$ cat config.mk
export PLATFORM = sky130hd
export DESIGN_NAME = mem_access
export DESIGN_NICKNAME = d
export VERILOG_FILES = /design/src/rtl/mem_access.sv
export SDC_FILE = /design/constraint.sdc
export NUM_CORES = 1
export LEC_CHECK = 0
export CORE_MARGIN = 2
export CORE_UTILIZATION = 29
export CTS_BUF_LIST = sky130_fd_sc_hd__clkbuf_8
export CTS_CLUSTER_SIZE = 24
export DETAILED_ROUTE_END_ITERATION = 6
export PLACE_DENSITY = 0.83
export SYNTH_ARGS = -nofsm -noshare
export SYNTH_HDL_FRONTEND = slang
export SYNTH_SLANG_ARGS = --single-unit
$ cat constraint.sdc
create_clock -name clk -period 1.3 [get_ports clk]
set_input_delay 0.39 -clock clk [delete_from_list [all_inputs] [get_ports clk]]
set_output_delay 0.39 -clock clk [all_outputs]
set_load 0.005 [all_outputs]
$ cat src/rtl/mem_access.sv
// Memory-access pipeline stage: issues loads/stores to the data memory
// and forwards results to writeback through a valid/stall handshake.
module mem_access #(
    parameter int WORD = 32,
    parameter int ADDR = 16,
    parameter int W_RD = 5
) (
    input  logic            clk,
    input  logic            rst,
    input  logic            v_i,
    output logic            stall_o,
    input  logic            wb_i,
    input  logic [W_RD-1:0] rd_num_i,
    input  logic [1:0]      mop_i,
    input  logic [WORD-1:0] res_i,
    input  logic [WORD-1:0] st_data_i,
    output logic            v_o,
    input  logic            stall_i,
    output logic            wb_o,
    output logic [W_RD-1:0] rd_num_o,
    output logic [WORD-1:0] data_o,
    output logic [ADDR-1:0] dm_a_o,
    output logic            dm_w_o,
    output logic [WORD-1:0] dm_d_o,
    input  logic [WORD-1:0] dm_q_i
);

    typedef enum logic [1:0] {
        EMPTY  = 2'd0,
        LDWAIT = 2'd1,
        FULL   = 2'd2
    } state_e;

    state_e          state_q, state_d;
    logic            wb_q, wb_d;
    logic [W_RD-1:0] rd_q, rd_d;
    logic [WORD-1:0] data_q, data_d;

    logic accept;
    logic is_ld;
    logic is_st;

    // Decode the memory op; 2'b11 falls through as a plain ALU result.
    always_comb begin
        is_ld = (mop_i == 2'b01);
        is_st = (mop_i == 2'b10);
    end

    // Handshake: stall while the load data is in flight or WB holds us.
    always_comb begin
        stall_o = (state_q == LDWAIT) | ((state_q == FULL) & stall_i);
        accept  = v_i & ~stall_o;
    end

    // Memory port: address wraps to ADDR bits, write only on an accepted store.
    always_comb begin
        dm_a_o = res_i[ADDR-1:0];
        dm_w_o = accept & is_st;
        dm_d_o = st_data_i;
    end

    // Next-state and result capture.
    always_comb begin
        state_d = state_q;
        wb_d    = wb_q;
        rd_d    = rd_q;
        data_d  = data_q;
        unique case (state_q)
            LDWAIT: begin
                state_d = FULL;
                data_d  = dm_q_i;
            end
            EMPTY, FULL: begin
                if (accept) begin
                    state_d = is_ld ? LDWAIT : FULL;
                    rd_d    = rd_num_i;
                    wb_d    = wb_i & ~is_st;
                    if (!is_ld) begin
                        data_d = res_i;
                    end
                end else if (!((state_q == FULL) && stall_i)) begin
                    state_d = EMPTY;
                end
            end
            default: begin
                state_d = EMPTY;
            end
        endcase
    end

    // State and result registers; reset discards any held instruction.
    always_ff @(posedge clk or negedge rst) begin
        if (!rst) begin
            state_q <= EMPTY;
            wb_q    <= 1'b0;
            rd_q    <= '0;
            data_q  <= '0;
        end else begin
            state_q <= state_d;
            wb_q    <= wb_d;
            rd_q    <= rd_d;
            data_q  <= data_d;
        end
    end

    // Registered outputs to writeback.
    always_comb begin
        v_o      = (state_q == FULL);
        wb_o     = wb_q;
        rd_num_o = rd_q;
        data_o   = data_q;
    end

endmodule
# --- After elaboration in Yosys (flattened, before gate mapping) ---
# Index checks and enable logic that the tools add are counted.
op_classes:
  n_eq_ne: 7
  muxes: 7
  n_bitwise: 7
  reduce_logical: 6
op_table:
  columns: ["cell", "count"]
  rows:
  - ["$mux W32", 2]
  - ["$pmux W32 S2", 1]
  - ["$mux W2", 3]
  - ["$and A1 B1 Y1", 4]
  - ["$eq A2 B1 Y1 const B", 2]
  - ["$eq A2 B2 Y1 const B", 2]
  - ["$ne A2 B2 Y1 const B", 2]
  - ["$pmux W2 S2", 1]
  - ["$ne A3 B3 Y1 const B", 1]
  - ["$reduce_and A3 Y1", 1]
  - ["$logic_not A2 Y1", 1]
  - ["$not A1 Y1", 2]
  - ["$reduce_and A2 Y1", 1]
  - ["$reduce_bool A2 Y1", 1]
  - ["$reduce_or A2 Y1", 1]
  - ["$logic_and A1 B1 Y1", 1]
  - ["$or A1 B1 Y1", 1]
word_totals:
  regBits: 40
  out_inout_bits: 89

# --- Depth between registers and ports, before layout ---
# Gate-level depths: netlist (run 1).
depth:
  ltp_word: 7
  ltp_mapped: 5
  ltp_nobuf: 4

# --- Worst setup path before layout (run 1) ---
# OpenSTA, ideal clock, no wires.
synth_timing:
  kind: "reg2out"
  start: "register state_q[0]"
  end: "output dm_w_o"
  t_arrival_ps: 1008
  setup_slack_ps: -98
  stages_incl_launch_ff: 4
  path_cell_list: "dfrtp_1 > buf_4 > mux2i_1 > nor4b_1"
synth_between:
  elab_chain_cells: 6
  word_cells_on_any_way: 7
synth_lines:
  columns: ["item", "line_no", "text"]
  rows:
  - ["start: declaration", "34", "state_e state_q, state_d;"]
  - ["start signal: assignment", "99", "state_q <= state_d;"]
  - ["$eq A2 B2 Y1", "51", "stall_o = (state_q == LDWAIT) | ((state_q == FULL) & stall_i);"]
  - ["$and A1 B1 Y1", "51", null]
  - ["$or A1 B1 Y1 (*)", "51", null]
  - ["via stall_o", "11", "output logic stall_o,"]
  - ["$not A1 Y1 (*)", "52", "accept = v_i & ~stall_o;"]
  - ["$and A1 B1 Y1 (*)", "52", null]
  - ["$and A1 B1 Y1 (*)", "58", "dm_w_o = accept & is_st;"]
  - ["end: declaration", "23", "output logic dm_w_o,"]
# Mark *: on every way through the listed nets, which the timed path passes. The rest lies on a longest branch.

# --- Worst setup path after layout (run 1) ---
layout_timing:
  start: "register state_q[1]"
  end: "output dm_w_o"
layout_between:
  elab_chain_cells: 6
  word_cells_on_any_way: 7
layout_lines:
  columns: ["item", "line_no"]
  rows:
  - ["$eq A2 B2 Y1", "51"]
  - ["$and A1 B1 Y1", "51"]
  - ["$or A1 B1 Y1 (*)", "51"]
  - ["$not A1 Y1 (*)", "52"]
  - ["$and A1 B1 Y1 (*)", "52"]
  - ["$and A1 B1 Y1 (*)", "58"]
# Every way passes the cells marked *; elsewhere a longest branch is shown, timed or not.

==> impl_metrics.py, run 1 <==
metrics = {
    "cells_and_area": {
        "final_cell_mix": "clkdlybuf4s50_1 (54), o21ai_2 (40), dfrtp_1 (39)",
        "num_antenna_cells": 0,
        "syn_to_final_growth_pct": 60.97,
        "fillCellCount": 747,
        "fin_nets": 430,
        "fin_util_pct": 47.29,
        "register_area_um2": 1002,
        "drive_gt1_share_pct": 42.72,
        "multi_input_area_um2": 977.2,
        "layout.cell_area.non_filler_um2": 3597,
        "finalNonFillerCells": 425,
        "final_common_cell": "clkdlybuf4s50_1",
    },
    "worst_setup_path": {
        "worstSetupEndpointType": "output pin",
        "critical_path_class": "reg -> out",
        "crit_arrival_ps": 1230,
        "cp_max_fo": 3,
        "critPathRequiredTime_ps": 910,
        "start_kind": "flip-flop",
    },
    "floorplanning": {
        "die_h_um": 91.78,
        "die-area_um2": 8424,
        "start_util_pct": 29.37,
        "coreArea_um2": 7607,
        "die_w_um": 91.78,
        "ios": 197,
        "rows": 32,
    },
    "synthesis": {
        "syn-cell-area_um2": 2235,
        "syn-instance-count": 217,
        "synth_edf_count": 0,
        "synth.distinct_cells": 19,
        "yosysSeqAreaShare_pct": 44.79,
        "ys_ff_latch": 40,
        "syn_area_per_cell_um2": 10.30,
        "synth_ff_type": "dfrtp_1",
        "synthesis.nets": 325,
        "async_flop_share_pct": 100.0,
        "ys.warnings.count": 0,
    },
    "timing": {
        "finalClockSkew_ps": 3.676,
        "fmax_mhz": 615.7,
        "slew_viol_final": 0,
        "relSlewSlack_pct": 80.55,
        "hold_viol": 0,
        "worst_pin_slew_ps": 291.8,
        "worst_slack_ps": -324.2,
        "finalCritPeriodShare_pct": 124.9,
        "layout_min_cycle_time_ps": 1624,
        "rsz0062_at_grt": "true",
        "setup_viol": 38,
    },
    "clock_network": {
        "cts_num_sinks": 40,
        "clockBufferDepth": 2,
        "clkLatencyLatePin_ps": 280,
        "clkSlewWorstSetupHoldPaths_ps": 80,
        "cts_buffers": 5,
        "cts_tree": "yes",
        "postCtsHoldBufs": 0,
        "root_buffer": "clkbuf_8",
        "cts-htree-levels": 2,
    },
    "placement": {
        "pre_cts_ws_ps": -867.3,
        "io_buffer_count": 132,
        "gp_congestion": 0.7370,
        "hpwl_um": 4676,
        "placed_cells": 405,
        "placed_cell_area_um2": 3401,
    },
    "grt": {
        "antenna_found_initial": 0,
        "grt_overflow": 0,
        "grt_max_degree": 41,
        "track_usage_pct": 15.44,
        "grt_pass1_vias": 2187,
        "grt_pass1_wl_um": 10450,
    },
    "power_and_ir_drop": {
        "p_per_area_nw_per_um2": 1098,
        "ir_worst_vdd_uv": 578.9,
        "total_power_mw": 3.951,
        "leakagePower_nw": 1.559,
    },
    "run": {
        "drv_cap": 0,
    },
    "routing": {
        "vias_per_cell": 4.678,
        "wl_um": 6509,
        "routedWlPerCell_um": 15.32,
        "first_pass_iters": 4,
        "vias": 1988,
        "drc_errors": 0,
        "drt_iter0_drc": 43,
        "ant_nets": 0,
    },
    "outcome": {
        "violations": "negative setup slack",
        "status": "complete, but fails checks",
    },
    "min_path": {
        "hold_path_class": "in -> async",
    },
}
-- Yosys cell counts, drive strengths merged (2+ instances only) --
master / number / area, um2
dfrtp: 40 / 1001
mux2: 5 / 56.30
buf: 55 / 416.6
nand2: 2 / 7.510
clkbuf: 6 / 22.52
o21ai: 67 / 335.3
mux2i: 33 / 330.3
-- cells by family after synthesis --
logic type / Yosys count / share of synthesized area (%)
AOI/OAI and AO/OA: 69 / 15.73
buffers and inverters: 62 / 19.82
DFF: 40 / 44.79
muxes: 38 / 17.30
and+or+nand+nor: 8 / 2.352
-- flip-flops by register name, indices dropped and copies added (netlist names) --
| name | flops |
|---|---|
| data_o | 32 |
| wb_o | 1 |
| rd_num_o | 5 |
| state_q | 2 |
-- where the power goes --
part	internal, mW	switching, mW
logic	0.823	0.628
registers	1.50	0.150
clock network	0.418	0.433
-- critical path, stage by stage, from the launching register on --
cell     delay [ps]
dfrtp_1         410
buf_4           140
mux2i_2         200
nor4b_2          70
buf_2           130
-- metal layers --
metal  GRT usage [%]  vias up  part of all wire, %
li1                -      929                    -
met1           17.51      967                   37
met2           28.68       79                   56
met3           3.698       13                  6.0
met4           4.353        0                 0.84
met5               0        -                    0
-- through the flow --
stage | hold slack, ps | TNS [ps]
6_report | 60.27 | -5202
4_1_cts | 64.55 | -5652
3_3_place_gp | 376.5 | -28320
5_1_grt | 78.74 | -7632
3_5_place_dp | 382.4 | -29980
2_1_floorplan | 94.41 | 0
-- final cells by class --
cell class | count | share of cell area, %
well taps | 102 | 3.548
multi-input cells | 115 | 27.17
repair buffers | 159 | 38.82
clock buffers | 6 | 2.296
inverters | 1 | 0.1043
flip-flops and latches | 40 | 27.86
clock inverters | 2 | 0.2087
-- final timing paths --
check | from | to | slack, ps | depth (start not counted)
max | state_q[1] | dm_w_o | -320 | 4
min | rst | rd_num_o[2] | 60 | 2
max reg2reg | state_q[0] | data_o[16] | -150 | 6
min reg2reg | data_o[8] | data_o[8] | 500 | 2
max in group asynchronous | rst | state_q[0] | 1020 | 2
min in group clk | data_o[8] | data_o[8] | 500 | 2
-- repair_timing --
item / CTS / global route
buffers inserted: 8 / 2
pin swaps: 4 / 2
setup endpoints to repair: 97 / 68
gates resized for setup: 235 / 57
gates cloned: 2 / 0
Power figures use the tool's default switching activity.
==> run 2: changes to the inputs <==
- CELL_PAD_IN_SITES_DETAIL_PLACEMENT: not set -> 0
- CELL_PAD_IN_SITES_GLOBAL_PLACEMENT: not set -> 2
- CORE_UTILIZATION: 29 -> 15
==> impl_metrics.py, run 2 (same netlist as run 1, synthesis figures left out) <==
metrics = {
    "grt": {
        "grt_pass1_wl_um": 10450,
        "track_usage_pct": 8.365,
        "antenna_found_initial": 0,
        "grt_max_degree": 24,
        "grt_pass1_vias": 1958,
        "grt_overflow": 0,
    },
    "power_and_ir_drop": {
        "p_int_mw": 2.676,
        "p_per_area_nw_per_um2": 1064,
        "p_switching_mw": 1.184,
        "total_power_mw": 3.861,
        "leakagePower_nw": 1.553,
        "pwr-share-seq_pct": 42.0,
        "combPwrFrac_pct": 35.6,
        "clkPwrFrac_pct": 22.4,
        "swShare_pct": 30.67,
        "ir_worst_vdd_uv": 378.2,
    },
    "clock_network": {
        "postCtsHoldBufs": 0,
        "clkLatencyLatePin_ps": 300,
        "cts-htree-levels": 2,
        "cts_buffers": 5,
        "cts_num_sinks": 40,
        "clkSlewWorstSetupHoldPaths_ps": 80,
        "clockBufferDepth": 2,
        "root_buffer": "clkbuf_8",
        "cts_tree": "yes",
    },
    "timing": {
        "fmax_mhz": 593.0,
        "worst_pin_slew_ps": 311.2,
        "setup_viol": 36,
        "worst_slack_ps": -386.4,
        "finalCritPeriodShare_pct": 129.7,
        "hold_viol": 0,
        "relSlewSlack_pct": 79.25,
        "rsz0062_at_grt": "true",
        "layout_min_cycle_time_ps": 1686,
        "finalClockSkew_ps": 8.051,
        "hold_ws_ps": 55.28,
        "fin_setup_tns_ps": -6085,
        "slew_viol_final": 0,
    },
    "cells_and_area": {
        "largest_reg_flops": 32,
        "final_cell_mix": "clkdlybuf4s50_1 (55), dfrtp_1 (39), buf_2 (36)",
        "layout.cell_area.non_filler_um2": 3628,
        "register_area_um2": 1002,
        "num_antenna_cells": 0,
        "fin_nets": 433,
        "fin_util_pct": 24.97,
        "drive_gt1_share_pct": 42.94,
        "syn_to_final_growth_pct": 62.37,
        "fillCellCount": 1632,
        "multi_input_area_um2": 955.9,
        "finalNonFillerCells": 510,
        "final_common_cell": "clkdlybuf4s50_1",
    },
    "placement": {
        "gp_congestion": 0.6779,
        "placed_cell_area_um2": 3531,
        "hpwl_um": 5261,
        "io_buffer_count": 132,
        "placed_cells": 493,
        "pre_cts_ws_ps": -883.9,
    },
    "worst_setup_path": {
        "critical-path-top-delay-family": "flip-flops",
        "cp_max_fo": 2,
        "slowest_delay_ps": 440,
        "crit_arrival_ps": 1300,
        "start_kind": "flip-flop",
        "crit_path_cell_trace": "mux2i_4, nor4b_2, buf_2",
        "critical_path_class": "reg -> out",
        "critPathRequiredTime_ps": 910,
        "critical_path.slowest_cell": "dfrtp_2",
        "worstSetupEndpointType": "output pin",
        "cp_num_buf_inv": 1,
    },
    "routing": {
        "ant_nets": 0,
        "vias_per_cell": 3.873,
        "vias": 1975,
        "drt_iter0_drc": 16,
        "drc_errors": 0,
        "first_pass_iters": 4,
        "routedWlPerCell_um": 13.85,
        "wl_um": 7065,
    },
    "floorplanning": {
        "die_w_um": 126.1,
        "ios": 197,
        "die-area_um2": 15890,
        "die_h_um": 126.1,
        "coreArea_um2": 14530,
        "rows": 44,
        "start_util_pct": 15.38,
    },
    "min_path": {
        "hold_path_class": "in -> async",
    },
    "outcome": {
        "status": "complete, but fails checks",
        "violations": "negative setup slack",
    },
    "run": {
        "drv_cap": 0,
    },
}
==> run 2: cell count changes in the layout (fill, tap and decap cells not counted), moves of 5 or more <==
cell,before,now
clkdlybuf4s15_1,6,0
buf_2,19,36
o21ai_1,25,6
clkbuf_2,26,17
buf_4,17,22
o21ai_0,2,29
o21ai_2,40,32
==> run 2: final timing paths <==
check                      depth (start not counted)           to  slack (ps)   startpoint
max in group asynchronous                          2   state_q[0]         960          rst
hold reg to reg                                    1  rd_num_o[2]         510  rd_num_o[2]
hold / removal                                     2    data_o[1]          60          rst
setup reg to reg                                   5   data_o[12]        -180   state_q[0]
min in group clk                                   1  rd_num_o[2]         510  rd_num_o[2]
setup / recovery                                   3       dm_w_o        -390   state_q[0]
==> run 2: layout make-up <==
| type | instances | area share [%] |
|---|---|---|
| timing repair buffer | 162 | 37.10 |
| sequential | 40 | 27.62 |
| multi-input combinational | 115 | 26.34 |
| tap | 184 | 6.345 |
| clock buffer | 6 | 2.276 |
| clock inverter | 2 | 0.2069 |
| inverter | 1 | 0.1034 |
==> run 2: metal layers <==
layer	vias to the layer above	wire [um]	global-route usage, %
li1	927	-	-
met1	925	2822	9.694
met2	98	3521	14.39
met3	25	576	3.016
met4	0	144	2.650
met5	-	0	0
==> run 2: power groups by stage <==
stage	combinational, mW	clock, mW	sequential [mW]
final	1.37	0.867	1.62
after global placement	1.44	0	1.63
after global routing	1.51	1.00	1.65
after CTS	1.29	0.939	1.62
after floorplan	0.514	0	1.66
after detailed placement	1.45	0	1.65
==> run 2: what timing repair did <==
action | CTS | global route
setup endpoints to repair | 96 | 55
pin swaps | 1 | 32
buffers inserted | 4 | 3
gates resized for setup | 219 | 59
cloned | 0 | 2
